===== config.mk =====
export PLATFORM = sky130hd
export DESIGN_NAME = seq_bcd_converter
export DESIGN_NICKNAME = d
export VERILOG_FILES = /design/src/rtl/seq_bcd_converter.sv
export SDC_FILE = /design/constraint.sdc
export NUM_CORES = 1
export LEC_CHECK = 0
export CORE_ASPECT_RATIO = 1.75
export CORE_MARGIN = 2
export CORE_UTILIZATION = 54
export DETAILED_ROUTE_END_ITERATION = 8
export GPL_TIMING_DRIVEN = 0
export PLACE_DENSITY_LB_ADDON = 0.3
export SETUP_SLACK_MARGIN = 0.4
export SYNTH_ARGS = -nofsm -noshare
export SYNTH_HDL_FRONTEND = slang
export SYNTH_SLANG_ARGS = --single-unit
export TNS_END_PERCENT = 5

===== constraint.sdc =====
create_clock -name clk -period 2.1 [get_ports clk]
set_input_delay 0.21 -clock clk [delete_from_list [all_inputs] [get_ports clk]]
set_output_delay 0.21 -clock clk [all_outputs]
set_load 0.02 [all_outputs]

===== src/rtl/seq_bcd_converter.sv =====
// Multi-cycle binary-to-BCD converter: pulls one word from a FIFO, runs one
// double-dabble iteration per cycle, and publishes a registered packed-BCD result.
module seq_bcd_converter #(
   parameter int WIDTH  = 16,
   parameter int DIGITS = 5
) (
   input  logic                  clk,
   input  logic                  rst,
   input  logic                  empty,
   input  logic [WIDTH-1:0]      entry_1,
   output logic                  rd,
   output logic [4*DIGITS-1:0]   bcd_number,
   output logic                  wr,
   output logic                  busy,
   output logic [1:0]            state_dbg
);

   localparam int CW = $clog2(WIDTH + 1);

   typedef enum logic [1:0] {
      IDLE  = 2'd0,
      READ  = 2'd1,
      SHIFT = 2'd2,
      DONE  = 2'd3
   } state_t;

   // Handshake: rd is a one-cycle strobe raised only in IDLE while empty is low;
   // the FIFO word is valid in the following cycle and captured in READ.
   state_t state, next_state;

   logic [WIDTH-1:0]    bin_reg;
   logic [4*DIGITS-1:0] acc;
   logic [4*DIGITS-1:0] acc_adj;
   logic [CW-1:0]       cnt;

   always_ff @(posedge clk) begin
      if (rst) state <= IDLE;
      else     state <= next_state;
   end

   always_comb begin
      next_state = state;
      case (state)
         IDLE:    if (!empty) next_state = READ;
         READ:    next_state = SHIFT;
         SHIFT:   if (cnt == CW'(1)) next_state = DONE;
         DONE:    next_state = IDLE;
         default: next_state = IDLE;
      endcase
   end

   // rd is gated by rst so a held reset never pops a word from the FIFO.
   always_comb begin
      rd        = (state == IDLE) && !empty && !rst;
      busy      = (state != IDLE);
      state_dbg = state;
   end

   // Add-3 per digit; each nibble is adjusted on its own so no carry crosses digits.
   always_comb begin
      acc_adj = acc;
      for (int i = 0; i < DIGITS; i++) begin
         if (acc[4*i +: 4] >= 4'd5) acc_adj[4*i +: 4] = acc[4*i +: 4] + 4'd3;
      end
   end

   always_ff @(posedge clk) begin
      if (rst) begin
         bin_reg    <= '0;
         acc        <= '0;
         cnt        <= '0;
         bcd_number <= '0;
         wr         <= 1'b0;
      end else begin
         wr <= (state == DONE);
         case (state)
            READ: begin
               bin_reg <= entry_1;
               acc     <= '0;
               cnt     <= CW'(WIDTH);
            end
            SHIFT: begin
               {acc, bin_reg} <= {acc_adj, bin_reg} << 1;
               cnt            <= cnt - CW'(1);
            end
            DONE:    bcd_number <= acc;
            default: ;
         endcase
      end
   end

endmodule


==> out/metrics.csv <==
stage,metric,value,unit
route,Vias/cell,5.54,
sta,Setup-failing EPs final,0,
min_path,worst hold stages,3,
cells_and_area,share of layout cells above drive strength 1,0.100,
synth,Syn Nets,366,
min_path,Worst Hold Path EP,state_dbg[1],
synth,synth top area cells,"dfxtp_1 (41%), mux2i_1 (12%), ha_1 (6.5%), nor2_1 (4.6%), a211oi_1 (3.9%)",
floorplanning,Initial Util,0.558,
critical_path,"delay-heaviest family, CP",buffers and inverters,
clock_tree,Skew-Pair Late Insertion Delay,0.34,ns
clock_tree,CTS tree,done,
cells_and_area,fillers,457,
sta,fmax,606,MHz
sta,Final WS setup,0.450,ns
synth,top-area cell type share of the netlist area,0.415,
critical_path,crit path launch type,register,
critical_path,R2R Setup Slk,0.46,ns
route,DRC Markers,0,
pwr,PwrDens,921,mW/mm²
pwr,P_leak,1.30,nW
cells_and_area,final non-filler cell total,465,
clock_tree,CTS Sinks,64,
global_routing,first-pass GRT wire length,10900,µm
critical_path,Buf/Inv on CP,3,
floorplanning,core area,0.00554,mm²
critical_path,slowest cell delay on critical path,0.39,ns
placement,Post-Place Cells,449,
global_routing,overall routing resource usage,0.222,
global_routing,initial antenna violation count,0,
synth,"area leader, netlist",dfxtp_1,
clock_tree,clock-pin slew on the worst setup and hold paths,0.07,ns
critical_path,worst-path fanout max,4,
critical_path,WP data arrival,1.44,ns
global_routing,largest net degree at the start of global routing,13,
cells_and_area,most frequent cells in the layout,"dfxtp_1 (63), clkdlybuf4s50_1 (40), nor2_1 (37)",
route,drt first pass iters,4,
cells_and_area,Antenna diodes,0,
route,DR iter-0 viols,92,
sta,Slew Limit Fails,0,
synth,sequential share of the synthesized area,0.415,
placement,number of port buffers,42,
route,WL met1,2490,µm
sta,Fin Clk Skew,0.00790,ns
critical_path,critical path required time,1.89,ns
floorplanning,height of the die,104,µm
floorplanning,Top Ports,44,
critical_path,CP cell instances,inv_1 -> ha_4 -> inv_1 -> dlygate4sd2_1,
route,WL/cell,13.9,µm
critical_path,CP Capture Type,primary output,
floorplanning,Die Wd,61.2,µm
sta,final period utilization,0.786,
clock_tree,Inserted Clock Buffers,9,
global_routing,total gr overflow,0,
critical_path,crit-path most repeated cell,inv_1,
clock_tree,clock tree buffer depth,2,
synth,number of synthesized register bits,64,
route,DR WL met2,3650,µm
route,Detail Route Antenna Nets,0,
clock_tree,clock root cell,clkbuf_8,
floorplanning,Die ar.,0.00637,mm²
sta,max_slew headroom,0.669,
sta,"Hold Vio Cnt, Final",0,
synth,YS warnings,0,
critical_path,critical path's slowest cell,dfxtp_1,
sta,worst-margin pin slew,0.497,ns
synth,asr flop ratio synth,0,
placement,GPL Wtd Cong,0.801,
clock_tree,hold buffer count at CTS,0,
synth,Post-synth EDFFs,0,
cells_and_area,layout overhead on the synthesized area,23.2,%
floorplanning,# rows,36,
synth,Synth cell types,36,
synth,synthesized instance count,331,
sta,RSZ-0062 raised after global routing,true,
critical_path,reg2reg end,acc[14],
global_routing,vias in the first global route,2504,
route,DR top layer,met4,
pwr,maximum vdd drop,983,µV
run,Max-Cap Viols,0,
sta,Setup TNS Final,0,ns
min_path,Hold Startpoint,rst,
critical_path,WS Path Type,register to primary output,
synth,cell area after synthesis,0.00309,mm²
run_status,status,"finished, final reports clean",
route,vias,2575,
critical_path,r2r startpoint,state_dbg[0],
route,DRT Wirelength,6470,µm
cells_and_area,nets@finish,419,
placement,pre-CTS setup slack,0.0769,ns
sta,Tmin final,1.65,ns
synth,average cell area after synthesis,9.34,µm²
synth,Synth Flop Type,dfxtp_1,
clock_tree,H-tree levels,3,
critical_path,R2R depth,6,
cells_and_area,"commonest non-fill, non-tap cell in the layout",dfxtp_1,
placement,dpl hpwl,4750,µm
min_path,Hold Path Class,primary input to register,
route,metal3 WL,247,µm
-- cell families after synthesis --
kind of cell | count (synthesis) | share of synthesized area
and+or+nand+nor | 97 | 0.157
xor gates and xnor gates | 4 | 0.0113
adders and majority gates | 16 | 0.0648
AOI/OAI and AO/OA | 71 | 0.168
DFF | 64 | 0.415
buffers and inverters | 43 | 0.0668
muxes | 36 | 0.117
-- power breakdown --
part	internal [W]	switching (W)
clock network	0.000461	0.000498
registers	0.00136	0.0000869
logic	0.000470	0.000628
-- how the worst max path moves through the flow --
stage / from / cells past startpoint / slack (ns) / to
after floorplan: state_dbg[0] / 6 / 0.40 / acc[10]
after global routing: state_dbg[0] / 6 / 0.37 / acc[19]
after global placement: state_dbg[0] / 6 / 0.14 / acc[14]
final: state_dbg[0] / 4 / 0.45 / busy
after detailed placement: state_dbg[1] / 6 / 0.08 / acc[14]
after CTS: state_dbg[0] / 6 / 0.41 / acc[14]
-- cell usage after synthesis (8+ instances only) --
cell type and n:
a21oi_1 15, o211ai_1 10, a2111o_1 10, clkbuf_1 12, nand2_1 18, nand3_1 8, a211oi_1 16, nor2_1 38
mux2i_1 36, ha_1 16, dfxtp_1 64, o21ai_0 11, inv_1 18, nand2b_1 12
-- what timing repair did --
action                                 CTS  global route
endpoints found under the hold margin    0             0
resized for setup                       12             4
setup endpoints to repair               38            26
setup buffers                            0             0
-- layer usage --
metal  vias to the layer above  GRT usage
met1                      1238      0.236
met2                        62      0.386
met4                         0     0.0994
met5                         -          0
li1                       1267          -
met3                         8     0.0560
-- through the flow --
stage / cell area, µm² / utilization / hold slack [ns] / total power [W]
final: 3810 / 0.687 / 0.196 / 0.00350
after global placement: 3610 / 0.651 / 0.459 / 0.00250
after floorplan: 3090 / - / 0.375 / 0.00223
after detailed placement: 3610 / 0.651 / 0.464 / 0.00253
after global routing: 3810 / 0.687 / 0.190 / 0.00370
after CTS: 3800 / 0.686 / 0.184 / 0.00351
-- worst min-delay path, delay by kind of cell --
kind | cells | cell delay [ns]
mux | 1 | 0.06
simple gates | 1 | 0.11
buf+inv | 1 | 0.11
-- final cells by class --
type | count | area [µm²] | share of cell area
flip-flops and latches | 64 | 1280 | 0.337
plain buffers | 24 | 139 | 0.0365
clock buffers | 10 | 138 | 0.0362
well taps | 76 | 95.1 | 0.0250
clock inverters | 6 | 45.0 | 0.0118
inverters | 19 | 72.6 | 0.0191
multi-input cells | 224 | 1620 | 0.426
repair buffers | 42 | 414 | 0.109
No activity file was read; power rests on OpenSTA's default activity.
==> patch: new RTL, same flow settings <==
Set the parameter `DIGITS` to 6 (it was 5).
--- a/src/rtl/seq_bcd_converter.sv
+++ b/src/rtl/seq_bcd_converter.sv
@@ -2,7 +2,7 @@
 // double-dabble iteration per cycle, and publishes a registered packed-BCD result.
 module seq_bcd_converter #(
    parameter int WIDTH  = 16,
-   parameter int DIGITS = 5
+   parameter int DIGITS = 6
 ) (
    input  logic                  clk,
    input  logic                  rst,
Interface: changed (resized bcd_number); port bits go from 44 to 48. No check against the original RTL was run, so the function may have changed too.
==> patch against the original RTL <==
Utilization rose by 0.27 points. Maximum frequency fell by 2.5%. Sequential power grew 10%. Synthesized area grew 11%. Cell area is 12% higher. Power grew 14%. Routed wire length increased by 11%. Worst setup slack worse by 0.042 ns. Sequential cell count grew 8. Highest routed layer unchanged.
==> patch: results (changes against the original RTL) <==
metric	value	unit	change
first-pass GRT wire length	12000	um	was 10900 um
Worst-Margin Slew	0.492	ns	was 0.497 ns
Inst Count DP	499		was 449
register area share after synthesis	42.2	%	was 41.5%
Synth area leaders	dfxtp_1, mux2i_1, ha_1		unchanged
clk_lat worst skew	0.36	ns	was 0.34 ns
VDD IR-drop max	0.760	mV	was 0.983 mV
max incr delay on CP	0.36	ns	was 0.39 ns
crit path DAT	1.97	ns	was 1.44 ns
top cells by count, synth	dfxtp_1, nor2_1, mux2i_1, inv_1, nand2_1		unchanged
CP max-delay cell	dfxtp_2		was dfxtp_1
initial drt markers	132		was 92
Port Buffers	47		was 42
nets	467		was 419
Post-CTS Resized	4		was 12
worst clock skew	0.00646	ns	was 0.00790 ns
Netlist cell types	33		was 36
total wire length	7200	um	was 6470 um
LEAKAGE	1.46	nW	was 1.30 nW
status	complete, no violations		unchanged
Max Fclk	591	MHz	was 606 MHz
routability cong.	0.785		was 0.801
Placement Setup Slack	-0.381	ns	was 0.0769 ns
Vias/cell	5.42		was 5.54
vias in the first global route	2704		was 2504
final non-filler cell total	515		was 465
Detailed Place HPWL	5230	um	was 4750 um
H-tree Lvls	3		unchanged
==> patch: path summary, 6_finish.rpt <==
path                  endpoint  depth (start not counted)
hold reg to reg     bin_reg[0]                          2
setup / recovery       acc[18]                          7
hold / removal    state_dbg[1]                          3
setup reg to reg       acc[18]                          7
==> patch: logic make-up after synthesis <==
family,share of synthesized area (%)
AOI/OAI and AO/OA,16.9
muxes,11.7
DFF,42.2
adders and majority gates,6.59
buffers and inverters,5.93
xor gates and xnor gates,1.28
and+or+nand+nor,15.4
==> patch: per-stage QoR <==
stage | power, mW | hold WS [ns]
4_1_cts | 3.97 | 0.438
3_5_place_dp | 2.67 | 0.466
3_3_place_gp | 2.65 | 0.460
5_1_grt | 4.22 | 0.346
6_report | 4.01 | 0.322
2_1_floorplan | 2.36 | 0.375
==> patch: cell type report <==
cell class                      count  area [um2]
Tap cell                           80         100
Clock inverter                      6         108
Multi-Input combinational cell    252        1790
Timing Repair Buffer               47         467
Buffer                             27         145
Clock buffer                       10         128
Fill cell                         509        1920
Sequential cell                    72        1440
Inverter                           21        78.8
==> patch: per-layer routing <==
layer / part of all wire, % / wire length (um) / vias up / GRT usage (%)
met4: 2.2 / 161 / 0 / 10.6
met1: 42 / 2990 / 1309 / 22.7
met2: 53 / 3830 / 49 / 41.3
li1: - / - / 1422 / -
met5: 0 / 0 / - / 0
met3: 3.0 / 217 / 12 / 5.57
==> patch: worst max-delay path: cells and delay by family, from the launching register on <==
kind            cells  cell delay (ns)
buf+inv             3             0.44
compound gates      2             0.38
flops               1             0.36
fa+ha+maj           1             0.32
simple gates        1             0.10
==> patch: report_power, final <==
group	leakage, nW	internal (mW)	total, mW	switching [mW]
clock	0.116	0.785	1.30	0.517
sequential	0.585	1.51	1.60	0.0863
combinational	0.759	0.466	1.11	0.642
